--- src/rtl/instr_fetch_if.sv ---
// rtl/instr_fetch_if.sv - fetch unit bus: ROM port, decoder handshake and LUT write port
interface instr_fetch_if #(
  parameter int PC_W = 8
);
  // Instruction ROM port
  logic [PC_W-1:0] rom_addr;
  logic [8:0]      rom_data;

  // Control decoder handshake
  logic [8:0]      inst;
  logic            branch_en;
  logic            fetch_acc_en;
  logic [7:0]      acc_const;

  // Lookup-table write port
  logic            lut_we;
  logic            lut_sel;
  logic [4:0]      lut_addr;
  logic [7:0]      lut_wdata;

  // Fetch unit side
  modport master (
    output rom_addr,
    output inst,
    output acc_const,
    input  rom_data,
    input  branch_en,
    input  fetch_acc_en,
    input  lut_we,
    input  lut_sel,
    input  lut_addr,
    input  lut_wdata
  );

  // ROM / decoder / loader side
  modport slave (
    input  rom_addr,
    input  inst,
    input  acc_const,
    output rom_data,
    output branch_en,
    output fetch_acc_en,
    output lut_we,
    output lut_sel,
    output lut_addr,
    output lut_wdata
  );
endinterface

--- src/rtl/instr_fetch.sv ---
// rtl/instr_fetch.sv - PC sequencer, instruction presenter and branch/acc key lookup for the 9-bit core
module instr_fetch #(
  parameter int PC_W  = 8,
  parameter int CNT_W = 16
) (
  input  logic             clk,
  input  logic             reset,
  input  logic             start,
  instr_fetch_if.master    bus,
  output logic             busy,
  output logic             done,
  output logic [CNT_W-1:0] cycle_count
);

  typedef enum logic [1:0] {
    IDLE = 2'd0,
    RUN  = 2'd1,
    DONE = 2'd2
  } state_t;

  localparam logic [8:0]       HALT_OP = 9'h1FF;
  localparam logic [8:0]       NOP_OP  = 9'h1A0;
  localparam logic [PC_W-1:0]  PC_ONE  = {{(PC_W-1){1'b0}}, 1'b1};
  localparam logic [PC_W-1:0]  PC_MAX  = {PC_W{1'b1}};
  localparam logic [CNT_W-1:0] CNT_ONE = {{(CNT_W-1){1'b0}}, 1'b1};
  localparam logic [CNT_W-1:0] CNT_MAX = {CNT_W{1'b1}};

  state_t          state;
  logic [PC_W-1:0] pc;
  logic [8:0]      inst_w;

  logic [PC_W-1:0] branch_lut [32];
  logic [7:0]      acc_lut    [32];

  logic            is_halt;
  logic [PC_W-1:0] branch_target;

  assign is_halt       = (bus.rom_data == HALT_OP);
  assign branch_target = branch_lut[bus.rom_data[4:0]];
  assign bus.rom_addr  = pc;

  // Outside RUN the decoder sees an unused opcode so it stays quiet
  always_comb begin
    inst_w = NOP_OP;
    if (state == RUN) begin
      inst_w = bus.rom_data;
    end
  end

  assign bus.inst      = inst_w;
  assign bus.acc_const = bus.fetch_acc_en ? acc_lut[inst_w[4:0]] : 8'h00;

  // Sequencer: state, PC, cycle counter and the registered busy/done flags
  always_ff @(posedge clk) begin
    if (reset) begin
      state       <= IDLE;
      pc          <= '0;
      cycle_count <= '0;
      busy        <= 1'b0;
      done        <= 1'b0;
    end else begin
      case (state)
        IDLE, DONE: begin
          if (start) begin
            state       <= RUN;
            pc          <= '0;
            cycle_count <= '0;
            busy        <= 1'b1;
            done        <= 1'b0;
          end
        end
        RUN: begin
          if (cycle_count != CNT_MAX) begin
            cycle_count <= cycle_count + CNT_ONE;
          end
          if (is_halt) begin
            // Halt wins over a branch decoded from the same word; PC parks here
            state <= DONE;
            busy  <= 1'b0;
            done  <= 1'b1;
          end else if (bus.branch_en) begin
            pc <= branch_target;
          end else if (pc == PC_MAX) begin
            // Falling off the end of the program stops instead of wrapping
            state <= DONE;
            busy  <= 1'b0;
            done  <= 1'b1;
          end else begin
            pc <= pc + PC_ONE;
          end
        end
        default: begin
          state <= IDLE;
          busy  <= 1'b0;
          done  <= 1'b0;
        end
      endcase
    end
  end

  // Lookup tables: cleared on reset, writable only while not running
  always_ff @(posedge clk) begin
    if (reset) begin
      for (int i = 0; i < 32; i++) begin
        branch_lut[i] <= '0;
        acc_lut[i]    <= '0;
      end
    end else if (bus.lut_we && (state != RUN)) begin
      if (bus.lut_sel) begin
        acc_lut[bus.lut_addr] <= bus.lut_wdata;
      end else begin
        branch_lut[bus.lut_addr] <= bus.lut_wdata[PC_W-1:0];
      end
    end
  end

endmodule

--- src/flat_wrapper.sv ---
// flat-port wrapper written by rule: the top's interface ports become plain ports
module instr_fetch_flat 
#(
  parameter int PC_W  = 8,
  parameter int CNT_W = 16
)
  (clk, reset, start, busy, done, cycle_count, bus_rom_addr, bus_inst, bus_acc_const, bus_rom_data, bus_branch_en, bus_fetch_acc_en, bus_lut_we, bus_lut_sel, bus_lut_addr, bus_lut_wdata);
  instr_fetch_if #(.PC_W(PC_W)) bus_i ();
  input  logic clk;
  input  logic reset;
  input  logic start;
  output logic busy;
  output logic done;
  output logic [CNT_W-1:0] cycle_count;
  output wire logic [$bits(bus_i.rom_addr)-1:0] bus_rom_addr;
  output wire logic [$bits(bus_i.inst)-1:0] bus_inst;
  output wire logic [$bits(bus_i.acc_const)-1:0] bus_acc_const;
  input wire logic [$bits(bus_i.rom_data)-1:0] bus_rom_data;
  input wire logic [$bits(bus_i.branch_en)-1:0] bus_branch_en;
  input wire logic [$bits(bus_i.fetch_acc_en)-1:0] bus_fetch_acc_en;
  input wire logic [$bits(bus_i.lut_we)-1:0] bus_lut_we;
  input wire logic [$bits(bus_i.lut_sel)-1:0] bus_lut_sel;
  input wire logic [$bits(bus_i.lut_addr)-1:0] bus_lut_addr;
  input wire logic [$bits(bus_i.lut_wdata)-1:0] bus_lut_wdata;
  assign bus_rom_addr = bus_i.rom_addr;
  assign bus_inst = bus_i.inst;
  assign bus_acc_const = bus_i.acc_const;
  assign bus_i.rom_data = bus_rom_data;
  assign bus_i.branch_en = bus_branch_en;
  assign bus_i.fetch_acc_en = bus_fetch_acc_en;
  assign bus_i.lut_we = bus_lut_we;
  assign bus_i.lut_sel = bus_lut_sel;
  assign bus_i.lut_addr = bus_lut_addr;
  assign bus_i.lut_wdata = bus_lut_wdata;
  instr_fetch #(.PC_W(PC_W), .CNT_W(CNT_W)) u_core (.clk(clk), .reset(reset), .start(start), .bus(bus_i), .busy(busy), .done(done), .cycle_count(cycle_count));
endmodule
--- config.mk ---
export PLATFORM = sky130hd
export DESIGN_NAME = instr_fetch_flat
export DESIGN_NICKNAME = d
export VERILOG_FILES = /design/src/rtl/instr_fetch_if.sv /design/src/rtl/instr_fetch.sv /design/src/flat_wrapper.sv
export SDC_FILE = /design/constraint.sdc
export NUM_CORES = 1
export LEC_CHECK = 0
export CAP_MARGIN = 5
export CELL_PAD_IN_SITES_DETAIL_PLACEMENT = 1
export CELL_PAD_IN_SITES_GLOBAL_PLACEMENT = 2
export CORE_MARGIN = 2
export CORE_UTILIZATION = 42
export DETAILED_ROUTE_END_ITERATION = 7
export HOLD_SLACK_MARGIN = 0.15
export PLACE_DENSITY_LB_ADDON = 0.1
export SLEW_MARGIN = 15
export SYNTH_ARGS = -nofsm -noshare
export SYNTH_HDL_FRONTEND = slang
export SYNTH_SLANG_ARGS = --single-unit
--- constraint.sdc ---
create_clock -name clk -period 3.3 [get_ports clk]
set_clock_uncertainty 0.05 [all_clocks]
set_input_delay 0.495 -clock clk [delete_from_list [all_inputs] [get_ports clk]]
set_output_delay 0.495 -clock clk [all_outputs]
set_load 0.01 [all_outputs]
# Word level (Yosys, flattened, before mapping)
# Memory sizes are Yosys's and may differ from the RTL's.
# Index checks and enable logic that the tools add are counted.
# totals
wordCells,71
ff_bits,28
ramBits,512
memories,2
# op_classes
n_reduce_logical,9
n_eq_ne,12
add_sub_neg,2
muxes,41
# memory_table
memory,depth,word_bits,read_ports,rd_ports_with_merged_regs,wr,line,source
u_core.acc_lut,32,8,1,0,32,instr_fetch.sv:33,logic [7:0] acc_lut [32];
u_core.branch_lut,32,8,1,0,32,instr_fetch.sv:32,logic [PC_W-1:0] branch_lut [32];
# ops
operator,count
8-bit two-way mux,7
16-bit two-way mux,2
16-bit case mux with 2 select lines,1
1-bit two-way mux,20
16-bit by 1-bit adder with 16-bit output (second input constant),1
16-bit != test (second input constant),1
8-bit case mux with 2 select lines,1
8-bit OR reduction,2
5-bit two-way mux,2
9-bit == test (second input constant),1
9-bit two-way mux,1
8-bit by 1-bit adder with 8-bit output (second input constant),1
8-bit == test (second input constant),1
2-bit two-way mux,4
2-bit != test (second input constant),3
3-bit by 2-bit != test with 1-bit output (second input constant),2
3-bit AND reduction,2
1-bit case mux with 2 select lines,2
2-bit case mux with 2 select lines,1
4-bit AND reduction,1
3-bit != test (second input constant),1
2-bit by 1-bit == test with 1-bit output (second input constant),1
2-bit == test (second input constant),1
2-bit zero test,1
4 further kinds,4

# Longest topological paths before layout
# Gate-level depths: netlist (run 1).
# depth
word_depth,7
mapped_depth,9

# Worst setup path after synthesis (run 1)
# OpenSTA, ideal clock, no wires.
# synth_timing
path_kind,input-to-output
start,input port bus_rom_data[0]
end,output port bus_acc_const[5]
n_path_buf,3
required_time_ps,2755
slack_ps,567
cell_stages,8
arrival_time_ps,2188
path_cell_list,buf_2 buf_4 buf_2 mux2_2 o22ai_1 nor3_1 or3_1 a22o_1
# synth_between
elab_chain_cells,3
# synth_rtl
element,line,source
start: declaration,flat_wrapper.sv:18,input wire logic [$bits(bus_i.rom_data)-1:0] bus_rom_data;
9-bit two-way mux,instr_fetch.sv:45,if (state == RUN) begin
memory 32 x 8 bit,n/a,
8-bit two-way mux,instr_fetch.sv:51,assign bus.acc_const = bus.fetch_acc_en ? acc_lut[inst_w[4:0]] : 8'h00;
end: declaration,flat_wrapper.sv:17,output wire logic [$bits(bus_i.acc_const)-1:0] bus_acc_const;
# Every way passes these cells.

# Worst setup path in the final report (run 1)
# layout_timing
start,register u_core.state[1]
end,output port bus_acc_const[5]
# layout_between
elab_chain_cells,4
# layout_rtl
element,line,source
start: declaration,instr_fetch.sv:28,state_t state;
start signal: assignment,instr_fetch.sv:56,state <= IDLE;
start signal: assignment,instr_fetch.sv:65,state <= RUN;
start signal: assignment,instr_fetch.sv:78,state <= DONE;
2-bit by 1-bit == test with 1-bit output,instr_fetch.sv:45,
9-bit two-way mux,instr_fetch.sv:45,
memory 32 x 8 bit,n/a,
8-bit two-way mux,instr_fetch.sv:51,
# Every way passes these cells.

==> results of run 1 <==
==> final cells by class <==
class	count	share of cell area [%]
Multi-Input combinational cell	1201	30.1
Clock buffer	85	5.51
Clock inverter	27	0.723
Timing Repair Buffer	271	7.63
Sequential cell	539	52.6
Inverter	14	0.182
Tap cell	782	3.23
==> state kept, by name (all words and copies together), names as in the netlist <==
name / count
u_core.acc_lut: 256
u_core.branch_lut: 256
u_core.bus.rom_addr: 8
u_core.busy: 1
u_core.cycle_count: 16
u_core.state: 2
==> layout by cell type (no fill, tap or decap), types with 27 or more instances in the layout <==
master,count
o22ai_1,27
nand2_1,44
mux4_2,74
and2_1,520
or2_2,69
nor2_1,98
buf_4,189
clkdlybuf4s50_1,51
clkbuf_16,63
mux2i_1,33
edfxtp_1,512
==> how the worst min path moves through the flow <==
stage                        startpoint                                     to  depth (start not counted)  slack (ns)
2_1_floorplan  u_core.busy$_SDFFE_PP0P_               u_core.busy$_SDFFE_PP0P_                          2        0.43
3_3_place_gp   u_core.busy$_SDFFE_PP0P_               u_core.busy$_SDFFE_PP0P_                          2        0.40
3_5_place_dp   u_core.busy$_SDFFE_PP0P_               u_core.busy$_SDFFE_PP0P_                          2        0.42
4_1_cts                bus_lut_wdata[6]  u_core.branch_lut[5][6]$_SDFFCE_PN0P_                          2        0.37
5_1_grt                bus_lut_wdata[6]  u_core.branch_lut[5][6]$_SDFFCE_PN0P_                          2        0.40
6_report               bus_lut_wdata[6]  u_core.branch_lut[5][6]$_SDFFCE_PN0P_                          2        0.38
==> timing repair <==
action | 4_1_cts | 5_1_grt
hold buffers | 0 | 0
endpoints found under the setup margin | 8 | 7
setup buffers | 16 | 8
pin swaps | 17 | 8
gates cloned | 1 | 1
resized for setup | 75 | 17
==> power by group <==
group | internal [mW] | switching, mW | leakage (nW)
Sequential | 7.71 | 0.0953 | 5.48
Combinational | 0.548 | 0.844 | 4.88
Clock | 3.73 | 2.75 | 0.904
==> per-stage QoR <==
step	hold slack, ns	setup slack [ns]	instances	setup TNS (ns)
6_report	0.383	0.0222	2919	0
2_1_floorplan	0.431	0.567	1889	0
5_1_grt	0.397	-0.0176	2919	-0.0271
4_1_cts	0.367	-0.0117	2911	-0.0117
3_3_place_gp	0.395	-0.0367	2782	-0.0367
3_5_place_dp	0.415	-0.0603	2782	-0.0915
==> per-layer routing <==
layer,up-vias,global-route usage (%)
met5,-,0
met4,0,6.19
met3,100,2.99
met2,378,42.8
met1,8432,33.7
li1,7322,-
==> cells by family after synthesis <==
logic type               after synthesis  synth area share [%]
buffers and inverters                149                  2.50
multiplexers                         136                  9.31
adder cells (fa/ha/maj)                2                0.0983
flip-flops                           539                  62.5
XOR/XNOR                              13                 0.447
AND/OR/NAND/NOR                      853                  19.5
AO/OA/AOI/OAI                        197                  5.58
==> metrics.md, run 1 <==
| Metric | Value |
|---|---|
| Status | complete, no violations |
| CP cell instances | buf_4, buf_4, nand4bb_1, nor2_1, buf_4, buf_4, a221o_1, o311a_1, a22o_1, buf_2 |
| Met3 wire length | 3360 um |
| Avg WL per Cell | 26.4 um |
| Crit Path Class | reg2out |
| Syn nets | 1920 |
| Synth cell count leaders | and2_1, edfxtp_1, nor2_1, clkbuf_1, mux4_2 |
| TritonCTS clock tree | done |
| GPL Wtd Cong | 0.919 |
| Syn Area/Cell | 13.5 um2 |
| Via/cell ratio | about 5.6 |
| Antenna violations before repair | 0 |
| Buf+Inv Stages, Crit Path | 5 |
| Placed inst area | approximately 28000 um2 |
| CTS Buffer Depth | 3 |
| Netlist cell types | between 60 and 70 |
| GR Overflow Total | 0 |
| FMAX | 305 MHz |
| Clk_lat worst skew | 0.63 ns |
| Area of the multi-input gates | around 9000 um2 |
| Yosys warns | 0 |
| Detail Route Antenna Nets | 0 |
| DR iter-0 viols | 1059 |
| H-tree levels | 2 |
| Max IR drop VDD | 425 uV |
| Max-slew headroom | 22.8% |
| Largest cells by area after synthesis | edfxtp_1, and2_1, mux4_2, dfxtp_1, or2_2 |
| Total stage count of the critical path | 10 |
| Static Leak | 11.3 nW |
| Tmin final | 3.28 ns |
| Post-synth EDFFs | 512 |
| Flops & latches, synth | approximately 540 |
| Final hold violation count | 0 |
| Hold WC Path Type | in2reg |
| CP top delay family | compound AO/OA/AOI/OAI gates |
| Clk sinks | 539 |
| Worst reg2reg path startpoint | u_core.state[1]$_SDFFE_PP0P_ |
| Layout Nets | roughly 2100 |
| RSZ-0062 raised after global routing | yes |
| Met1 WL | about 34000 um |
| CP arrival | 2.73 ns |
| Initial core utilization | 42.3% |
| CORE AREA | ~60000 um2 |
| Drt pass-1 iters | 5 |
| Count of pins over their slew limit | 0 |
| Tot Pwr | between 15 and 20 mW |
| # diodes | 0 |
| Clock-pin transition on the worst setup and hold timing paths | around 0.060 ns |
| Via count | 16200 |
| CP startpoint | u_core.state[1]$_SDFFE_PP0P_ |
| Reg2reg setup slack | 0.62 ns |
| DP Wirelength | 51100 um |
| IO buf count | 71 |
| R2R depth | 9 |
| Startpoint type of the worst setup path | flip-flop |
| IO Pins | between 70 and 80 |
| Worst path max stage delay | 0.37 ns |
| Reported max-cap violation count | 0 |
| Worst EP required | 2.75 ns |
| Final setup viols | 0 |
| Post-synth top flop | edfxtp_1 |
| Vias in the first global route | 17200 |
| Layout cells sized above 1 | between 20% and 30% |
| CTS buffer count | 61 |
| FFs w/ async S/R, synth | 0% |
| Share of the synthesized area in the top cell type | approximately three fifths |
| CTS root buf | clkbuf_16 |
| WL met2 | 38400 um |
| Die Span Y | approximately 250 um |
| Most frequent cell after synthesis | and2_1 |
| Crit-path max FO | 7 |
| CP max-delay cell | dfxtp_4 |
| Final period utilization | 99.3% |
| Finished Cell Area | 30300 um2 |
| Pwr per Cell Area | 518 nW/um2 |
| Cell repeated most along the worst path | buf_4 |
| Register area | 15900 um2 |
| Post-layout util | 50.3% |
| R2R Path End | u_core.acc_lut[11][5]$_SDFFCE_PN0P_ |
| Synthesized area | 25400 um2 |
| Core Rows | 90 |
| Die Area | 62600 um2 |
| Post-synthesis sequential area ratio | 62.5% |
| Worst setup EP type | primary output |
| Crit path to | bus_acc_const[5] |
| Leading area contributor after synthesis | edfxtp_1 |
| Synth-to-Final Area Change | 18.9% |
| # DRC | 0 |
| Total GRT Usage | 24.9% |
| First-pass GRT wire length | 115000 um |
| Filler cells | roughly 6000 |
| Worst slew pin tran | roughly 1.1 ns |
| Die W | roughly 250 um |
| Final Routed Wirelength | 77200 um |
| Top Layer Used | met4 |
| Largest net degree at the start of global routing | 65 |
| Cell count after synthesis | 1889 |
Note: power is estimated with default switching activity, not from simulation.
==> run 2: changes to the inputs <==
CAP_MARGIN = unset   (was 5)
CORE_UTILIZATION = 35   (was 42)
==> run 2 against run 1 <==
Maximum frequency is 1.3% higher; total power is 2.9% higher; sequential share of layout area hardly changed; clock power is 7.4% higher; non-clock buffer count is 52 lower; largest power group unchanged.
==> metrics.md, run 2 (synthesis gave the netlist of run 1 again) <==
| Metric | Value |
|---|---|
| Layout Nets | 2073 (-2.2%) |
| Crit-path max FO | 11 (+4) |
| Crit Path Class | reg2out |
| Reg2reg setup slack | 0.45 ns (-0.17 ns) |
| Max IR drop VDD | 363 uV (-15%) |
| Fin cells | 3043 (+4.2%) |
| Clk_lat worst skew | 0.61 ns (-0.02 ns) |
| Die Area | 74900 um2 (+20%) |
| Die Span Y | 274 um (+9.4%) |
| CP arrival | 2.69 ns (-0.04 ns) |
| Layout cells sized above 1 | 22.0% (-1.8 points) |
| IO buf count | 71 (unchanged) |
| H-tree levels | 3 (+1) |
| Largest regs | u_core.acc_lut (256), u_core.branch_lut (256), u_core.cycle_count (16) |
| Antenna violations before repair | 8 (+8) |
| Clk sinks | 539 (unchanged) |
| DP Cell Count | 2916 (+4.8%) |
| FMAX | 309 MHz (+1.3%) |
| IO Pins | 72 (unchanged) |
| Hold slack | 0.479 ns (+0.0952 ns) |
| Via count | 16000 (-1.2%) |
| Status | complete, no violations |
| Pwr per Cell Area | 533 nW/um2 (+3.0%) |
| DP Wirelength | 54100 um (+5.9%) |
| Commonest non-fill, non-tap cells in the layout | and2_1, edfxtp_1, buf_4, nor2_1, mux4_2 |
| CTS Buffer Depth | 3 (unchanged) |
| Reported max-cap violation count | 0 (unchanged) |
| CP cell instances | buf_4, nand3b_4, buf_12, mux2_2, a22oi_2, o21ai_2, buf_4, a22o_1, dlygate4sd2_1 |
| CTS root buf | clkbuf_16 |
| Worst setup EP type | primary output |
| Cell repeated most along the worst path | buf_4 |
| Commonest non-fill, non-tap cell in the layout | and2_1 |
| Final setup viols | 0 (unchanged) |
| Initial core utilization | 35.5% (-6.8 points) |
| Final hold violation count | 0 (unchanged) |
| Avg WL per Cell | 26.3 um (-0.64%) |
| Final period utilization | 98.1% (-1.2 points) |
| RSZ-0062 raised after global routing | yes |
| Count of pins over their slew limit | 0 (unchanged) |
| Filler cells | 7287 (+22%) |
| Die W | 274 um (+9.4%) |
| GR Overflow Total | 0 (unchanged) |
| Core Rows | 98 (+8.9%) |
| Static Leak | 11.1 nW (-1.5%) |
| Largest net degree at the start of global routing | 61 (-6.2%) |
| Detail Route Antenna Nets | 0 (unchanged) |
| Hold WC Path Type | reg2reg |
| First-pass GRT wire length | 117000 um (+1.8%) |
| Total GRT Usage | 21.6% (-3.3 points) |
| TritonCTS clock tree | done |
| DR iter-0 viols | 1197 (+13%) |
| # DRC | 0 (unchanged) |
| Worst slew pin tran | 0.936 ns (-0.213 ns) |
| CTS Hold Bufs | 0 (unchanged) |
| Clock-pin transition on the worst setup and hold timing paths | 0.06 ns (about the same) |
| Worst path max stage delay | 0.34 ns (-0.03 ns) |
| Synth-to-Final Area Change | 18.8% (about the same) |
| Drt pass-1 iters | 5 (unchanged) |
| Worst EP required | 2.75 ns (about the same) |
| Max-slew headroom | 37.6% (+15 points) |
| CORE AREA | 71700 um2 (+19%) |
| Tmin final | 3.24 ns (-0.0407 ns) |
| Final Routed Wirelength | 79900 um (+3.6%) |
| Vias in the first global route | 16900 (-1.8%) |
| CTS buffer count | 66 (+8.2%) |
| Startpoint type of the worst setup path | flip-flop |
| GPL Wtd Cong | 0.813 (-12%) |
| CP max-delay cell | dfxtp_2 |
| Via/cell ratio | 5.27 (-5.2%) |
## run 2: path summary, 6_finish.rpt
kind | depth (start not counted) | end | from
worst max-delay path | 9 | bus_acc_const[0] | u_core.state[0]$_SDFFE_PP0P_
worst min-delay path | 2 | u_core.cycle_count[1]$_SDFFE_PP0P_ | u_core.cycle_count[1]$_SDFFE_PP0P_
worst max register to register | 8 | u_core.acc_lut[18][7]$_SDFFCE_PN0P_ | u_core.state[1]$_SDFFE_PP0P_
worst min register to register | 2 | u_core.cycle_count[1]$_SDFFE_PP0P_ | u_core.cycle_count[1]$_SDFFE_PP0P_
## run 2: routing by layer
layer | global-route usage (%) | vias to the layer above | part of all wire [%]
li1 | - | 7255 | -
met1 | 29.1 | 8283 | 45
met2 | 36.0 | 368 | 49
met3 | 3.77 | 123 | 4.2
met4 | 6.01 | 6 | 2.7
met5 | 0 | - | 0.043
## run 2: stage by stage
step,setup TNS [ns],worst slack (ns),utilization [%],area [um2],power [mW]
final,0,0.0628,42.2,30200,16.1
after global routing,-0.132,-0.0435,42.2,30200,16.6
after CTS,0,0.000234,42.0,30100,16.3
after detailed placement,-0.210,-0.0872,38.9,27900,9.29
after global placement,-0.225,-0.0702,38.9,27900,9.27
after floorplan,0,0.567,-,25400,8.62
## run 2: what timing repair did
item | CTS | global route
setup buffers | 3 | 3
setup endpoints to repair | 8 | 8
cloned | 1 | 1
pin swaps | 7 | 8
resized for setup | 49 | 21
## run 2: final cells by class
cell class / instances / area [um2] / area share (%)
clock buffers: 87 / 1840 / 6.07
repair buffers: 219 / 1960 / 6.49
well taps: 950 / 1190 / 3.93
inverters: 14 / 53.8 / 0.178
flip-flops and latches: 539 / 15900 / 52.6
diodes: 1 / 2.50 / 0.00827
multi-input cells: 1202 / 9080 / 30.0
clock inverters: 31 / 201 / 0.666
## run 2: power by group
part | total (mW) | internal [mW] | switching, mW
clock | 6.97 | 4.07 | 2.90
sequential | 7.80 | 7.71 | 0.0935
combinational | 1.36 | 0.523 | 0.839
## run 2: critical path: cells and delay by family, from the launching register on
kind | cells | cell delay (ns)
flip-flops | 1 | 0.34
AND/OR/NAND/NOR | 1 | 0.11
multiplexers | 1 | 0.34
AO/OA/AOI/OAI | 3 | 0.56
buffers and inverters | 4 | 0.74
==> variant 1: new RTL, flow settings as in run 2 <==
`PC_W` is set to 8 in 3 places; all go to 7.
--- a/src/rtl/instr_fetch_if.sv
+++ b/src/rtl/instr_fetch_if.sv
@@ -2,3 +2,3 @@
 interface instr_fetch_if #(
-  parameter int PC_W = 8
+  parameter int PC_W = 7
 );
--- a/src/rtl/instr_fetch.sv
+++ b/src/rtl/instr_fetch.sv
@@ -2,3 +2,3 @@
 module instr_fetch #(
-  parameter int PC_W  = 8,
+  parameter int PC_W  = 7,
   parameter int CNT_W = 16
--- a/src/flat_wrapper.sv
+++ b/src/flat_wrapper.sv
@@ -3,3 +3,3 @@
 #(
-  parameter int PC_W  = 8,
+  parameter int PC_W  = 7,
   parameter int CNT_W = 16
Ports: changed (resized bus_rom_addr); port bits go from 72 to 71. The function was not compared with the original's and may differ.
==> variant 1 against run 2 <==
Die area is 5.9% lower; worst setup slack got worse by 0.17 ns; utilization increased by 1.3 points; design area shrank 3.2%; area after synthesis fell by 6.0%; critical path depth is the same; wire length is 3.7% lower; sequential cell count is 33 lower; register-to-register slack better by 0.20 ns; clock power decreased by 7.3%; global-route usage up 0.29 points; the run now ends with setup timing left; power shrank 5.9%; sequential share of layout area fell by 1.6 points.
==> variant 1: results (changes against run 2) <==
| Metric | Value |
|---|---|
| Slowest CP cell | mux4_2 (was dfxtp_2) |
| Post-DP HPWL | 51000 microns (was 54100 microns) |
| CTS H-tree depth | 2 (was 3) |
| First-pass GRT wire length | 114000 microns (was 117000 microns) |
| Seq/Total Area, Yosys | 0.624 (was 0.625) |
| Routed wire per std cell | 26.2 microns (was 26.3 microns) |
| Critical Path Max Stage Delay | 0.53 ns (was 0.34 ns) |
| Max VDD drop | 372 uV (was 363 uV) |
| Number of synthesized flops with an enable pin | 480 (was 512) |
| Layout cell share with drive strength beyond 1 | 0.217 (was 0.220) |
| Routability cong. | 0.818 (was 0.813) |
| Top cell types by occurrence after synthesis | and2_1 (493), edfxtp_1 (480), nand2_1 (126) (was and2_1 (521), edfxtp_1 (512), nor2_1 (100)) |
| Initial antenna violation count | 2 (was 8) |
| Syn nets | 1857 (was 1920) |
| Total number of vias | 15867 (was 16035) |
| Number of global-route vias before repair | 16514 (was 16852) |
| Failing checks | setup timing |
| 1st-iter DRT viols | 1266 (was 1197) |
| Largest cells by area after synthesis | edfxtp_1 (60%), and2_1 (13%), mux4_2 (6.8%) (was edfxtp_1 (60%), and2_1 (13%), mux4_2 (6.5%)) |
| Placed cell count | 2822 (was 2916) |
| Worst Path Arrival | 2.86 ns (was 2.69 ns) |
| # setup viols final | 6 (was 0) |
| Max-slew headroom | 0.397 (was 0.376) |
| Routed wire length | 77000 microns (was 79900 microns) |
| Status | finished with violations (was finished clean) |
| Leak Pwr | 10.7 nW (was 11.1 nW) |
| Total track usage | 0.219 (was 0.216) |
| Final setup margin | -0.109 ns (was 0.0628 ns) |
| Yosys cell types | 61 (was 64) |
| Nets | 2051 (was 2073) |
| R2r setup slk | 0.65 ns (was 0.45 ns) |
variant 1: cell count changes after synthesis, moves of 11 or more:
cell              run 2  this run
a221o_1              18         6
edfxtp_1            512       480
mux2_2               26         6
nor2_1              100        83
nand2_1              50       126
or2_2                69         0
o21ai_0              21        72
o22ai_1              29         8
a21oi_1              19        61
a31oi_1              21         5
and2_1              521       493
buf_2                26        15
clkbuf_1             84       105
a2111oi_0             2        13
variant 1: cell families after synthesis:
| logic type | after synthesis | share of synthesized area |
|---|---|---|
| buffers and inverters | 152 | 0.0274 |
| muxes | 119 | 0.0918 |
| xor gates and xnor gates | 4 | 0.00146 |
| DFF | 506 | 0.624 |
| AOI/OAI and AO/OA | 250 | 0.0680 |
| adders and majority gates | 2 | 0.00105 |
| and+or+nand+nor | 793 | 0.186 |
variant 1: repair_timing:
action	in CTS	in global routing
resized for setup	126	20
cloned	3	1
pin swaps	25	12
hold endpoints to repair	0	0
endpoints found under the setup margin	9	9
setup buffers	6	4
variant 1: layout make-up:
type / count / area, sq um
multi-input combinational: 1168 / 8820
sequential: 506 / 14900
timing repair buffer: 273 / 2490
fill: 6841 / 38100
clock buffer: 76 / 1580
antenna: 2 / 5.00
clock inverter: 35 / 303
inverter: 11 / 41.3
tap: 873 / 1090
variant 1: metal layers:
metal  up-vias  track usage  wire (microns)
met5         -            0               0
met4         0       0.0406            1220
met3        91       0.0269            3400
met2       354        0.343           34800
met1      8329        0.330           37600
li1       7093            -               -
variant 1: power breakdown:
| part | internal [mW] | switching (mW) | leakage [nW] |
|---|---|---|---|
| sequential | 7.21 | 0.0902 | 5.22 |
| combinational | 0.550 | 0.856 | 4.59 |
| clock | 3.76 | 2.70 | 0.915 |
variant 1: path summary, 6_finish.rpt:
check	start	endpoint	cells after the start
setup / recovery	u_core.state[1]$_SDFFE_PP0P_	bus_acc_const[7]	9
hold / removal	u_core.cycle_count[13]$_SDFFE_PP0P_	u_core.cycle_count[13]$_SDFFE_PP0P_	2
setup reg to reg	u_core.state[1]$_SDFFE_PP0P_	u_core.branch_lut[6][2]$_SDFFCE_PN0P_	8
hold reg to reg	u_core.cycle_count[13]$_SDFFE_PP0P_	u_core.cycle_count[13]$_SDFFE_PP0P_	2
variant 1: critical path, delay by kind of cell (launching register included):
family / cells / cell delay (ns)
flops: 1 / 0.39
buf+inv: 5 / 0.71
simple gates: 1 / 0.16
mux: 1 / 0.53
compound gates: 2 / 0.44
variant 1: stage by stage:
stage               worst slack (ns)  instance area, sq um  utilization  TNS [ns]
finish                        -0.109                 29300        0.434    -0.418
global route                  -0.195                 29300        0.434     -1.01
CTS                           -0.197                 29200        0.433    -0.861
detailed placement            -0.588                 26700        0.396     -3.85
global placement              -0.563                 26700        0.396     -3.71
floorplan                      0.587                 23900            -         0
==> variant 2: new RTL, flow settings as in run 2 <==
Without the edit above. Register the output `cycle_count` once more, with the module's reset; this adds one clock of latency there. The other outputs are not delayed to match.
--- a/src/rtl/instr_fetch.sv
+++ b/src/rtl/instr_fetch.sv
@@ -26,2 +26,4 @@
   localparam logic [CNT_W-1:0] CNT_MAX = {CNT_W{1'b1}};
+
+  logic [CNT_W-1:0] cycle_count_s0;
 
@@ -57,3 +59,3 @@
       pc          <= '0;
-      cycle_count <= '0;
+      cycle_count_s0 <= '0;
       busy        <= 1'b0;
@@ -66,3 +68,3 @@
             pc          <= '0;
-            cycle_count <= '0;
+            cycle_count_s0 <= '0;
             busy        <= 1'b1;
@@ -72,4 +74,4 @@
         RUN: begin
-          if (cycle_count != CNT_MAX) begin
-            cycle_count <= cycle_count + CNT_ONE;
+          if (cycle_count_s0 != CNT_MAX) begin
+            cycle_count_s0 <= cycle_count_s0 + CNT_ONE;
           end
@@ -116,2 +118,10 @@
 
+  always_ff @(posedge clk) begin
+    if (reset) begin
+      cycle_count <= '0;
+    end else begin
+      cycle_count <= cycle_count_s0;
+    end
+  end
+
 endmodule
Check against the original RTL: not equivalent (a bounded check fails within 4 cycles, from zero or initial values and one cycle with reset high).
==> variant 2 against run 2 <==
The flow now finishes with violations (setup timing); design area grew 4.0%; area after synthesis grew 3.7%; sequential share of layout area shrank 1.0 points; clock power grew 3.2%; hold slack lost 0.020 ns; sequential cell count grew 15; wire length grew 2.8%; worst setup slack lost 0.069 ns; critical path depth shrank 3; power grew 3.4%; die area grew 3.6%; critical path type unchanged; highest routed layer unchanged.
==> variant 2: results (changes against run 2) <==
| Metric | Value |
|---|---|
| Status | finished with violations (was finished clean) |
| Failing checks | setup timing |
| Worst path top cell family by delay | compound AO/OA/AOI/OAI gates (was buffers and inverters) |
| Largest regs | u_core.acc_lut: 256 flops, u_core.branch_lut: 256 flops (was u_core.acc_lut: 256 flops, u_core.branch_lut: 256 flops, u_core.cycle_count: 16 flops) |
| Critical Path Max Stage Delay | 0.49 ns (was 0.34 ns) |
| Placed Area | 28900 sq um (was 27900 sq um) |
| Clock-pin transition on the worst setup and hold timing paths | 0.06 ns (about the same) |
| Yosys cell types | 63 (was 64) |
| # setup viols final | 1 (was 0) |
| Nets | 2236 (was 2073) |
| Top cell types by occurrence after synthesis | and2_1 (514), edfxtp_1 (512), nor2_1 (138) (was and2_1 (521), edfxtp_1 (512), nor2_1 (100)) |
| Slowest CP cell | mux4_2 (was dfxtp_2) |
| Layout cell share with drive strength beyond 1 | 0.205 (was 0.220) |
| Number of synthesized flops with an enable pin | 512 (unchanged) |
| Total track usage | 0.214 (was 0.216) |
| First-pass GRT wire length | 121000 microns (was 117000 microns) |
| Routed wire per std cell | 25.5 microns (was 26.3 microns) |
| Total number of vias | 16833 (was 16035) |
| Seq/Total Area, Yosys | 0.615 (was 0.625) |
| Final setup margin | -0.00598 ns (was 0.0628 ns) |
| Critical Path Fanout Max | 5 (was 11) |
| Clock buffer count from CTS | 68 (was 66) |
| Initial antenna violation count | 4 (was 8) |
| Routability cong. | 0.797 (was 0.813) |
| Post-DP HPWL | 53800 microns (was 54100 microns) |
| Max VDD drop | 340 uV (was 363 uV) |
| Slew @ Worst Pin | 0.775 ns (was 0.936 ns) |
| 1st-iter DRT viols | 1034 (was 1197) |
| Largest cells by area after synthesis | edfxtp_1 (58%), and2_1 (12%), mux4_2 (6.3%) (was edfxtp_1 (60%), and2_1 (13%), mux4_2 (6.5%)) |
| Worst Path Arrival | 2.76 ns (was 2.69 ns) |
| Synth warnings | 0 (unchanged) |
| Syn nets | 2078 (was 1920) |
| Leak Pwr | 11.6 nW (was 11.1 nW) |
[variant 2: worst register-to-register path, stage by stage, from the launching register on]
cell and delay, ns:
dfxtp_4 0.39, and2b_4 0.27, buf_4 0.16, buf_4 0.19, nor4b_2 0.32, buf_4 0.20, nand2_1 0.36, nor2_1 0.28
or2_2 0.31
[variant 2: cell families (layout without fill, tap and decap cells)]
kind of cell,after synthesis,count (layout),synth area share
AOI/OAI and AO/OA,260,260,0.0615
xor gates and xnor gates,8,8,0.00266
adders and majority gates,2,2,0.000948
buffers and inverters,197,405,0.0332
DFF,554,554,0.615
muxes,157,157,0.0951
other,0,2,0
and+or+nand+nor,869,869,0.192
[variant 2: per-stage QoR]
step | setup slack (ns) | util | std cells | setup TNS (ns)
after floorplan | 0.688 | - | 2047 | 0
after global placement | -0.0434 | 0.388 | 3086 | -0.0434
after detailed placement | -0.0200 | 0.388 | 3086 | -0.0257
after CTS | -0.0436 | 0.422 | 3224 | -0.0436
after global routing | -0.0695 | 0.422 | 3225 | -0.0769
final | -0.00598 | 0.422 | 3226 | -0.00598
[variant 2: final timing paths]
path / slack (ns) / cells past startpoint / from / end
worst max-delay path: -0.006 / 6 / u_core.state[1]$_SDFFE_PP0P_ / bus_acc_const[6]
worst min-delay path: 0.46 / 1 / u_core.cycle_count_s0[15]$_SDFFE_PP0P_ / u_core.cycle_count[15]$_SDFF_PP0_
worst max register to register: 0.46 / 8 / u_core.state[1]$_SDFFE_PP0P_ / u_core.branch_lut[30][6]$_SDFFCE_PN0P_
worst min register to register: 0.46 / 1 / u_core.cycle_count_s0[15]$_SDFFE_PP0P_ / u_core.cycle_count[15]$_SDFF_PP0_
[variant 2: repair_timing]
item                       4_1_cts  5_1_grt
hold endpoints to repair         2        0
setup buffers                   12        1
gates cloned                     5        0
resized for setup               68       12
setup endpoints to repair        9        8
pin swaps                       26       11
hold buffers                     1        0
[variant 2: report_power, final]
part / internal (mW) / leakage [nW] / switching [mW] / total [mW]
clock: 4.18 / 1.04 / 3.00 / 7.19
sequential: 7.91 / 5.52 / 0.104 / 8.02
combinational: 0.577 / 5.04 / 0.909 / 1.49
[variant 2: per-layer routing]
metal  part of all wire  vias up  GRT usage
li1                   -     7723          -
met4              0.023        4     0.0580
met3              0.042      103     0.0363
met2               0.50      290      0.367
met5            0.00028        -          0
met1               0.43     8713      0.279
[variant 2: area by class of cell]
cell class	instances	area (sq um)
flip-flops and latches	554	16200
repair buffers	238	2280
clock inverters	28	210
fillers	7728	43100
clock buffers	92	1900
inverters	47	181
multi-input cells	1296	9430
diodes	2	5.00
well taps	969	1210
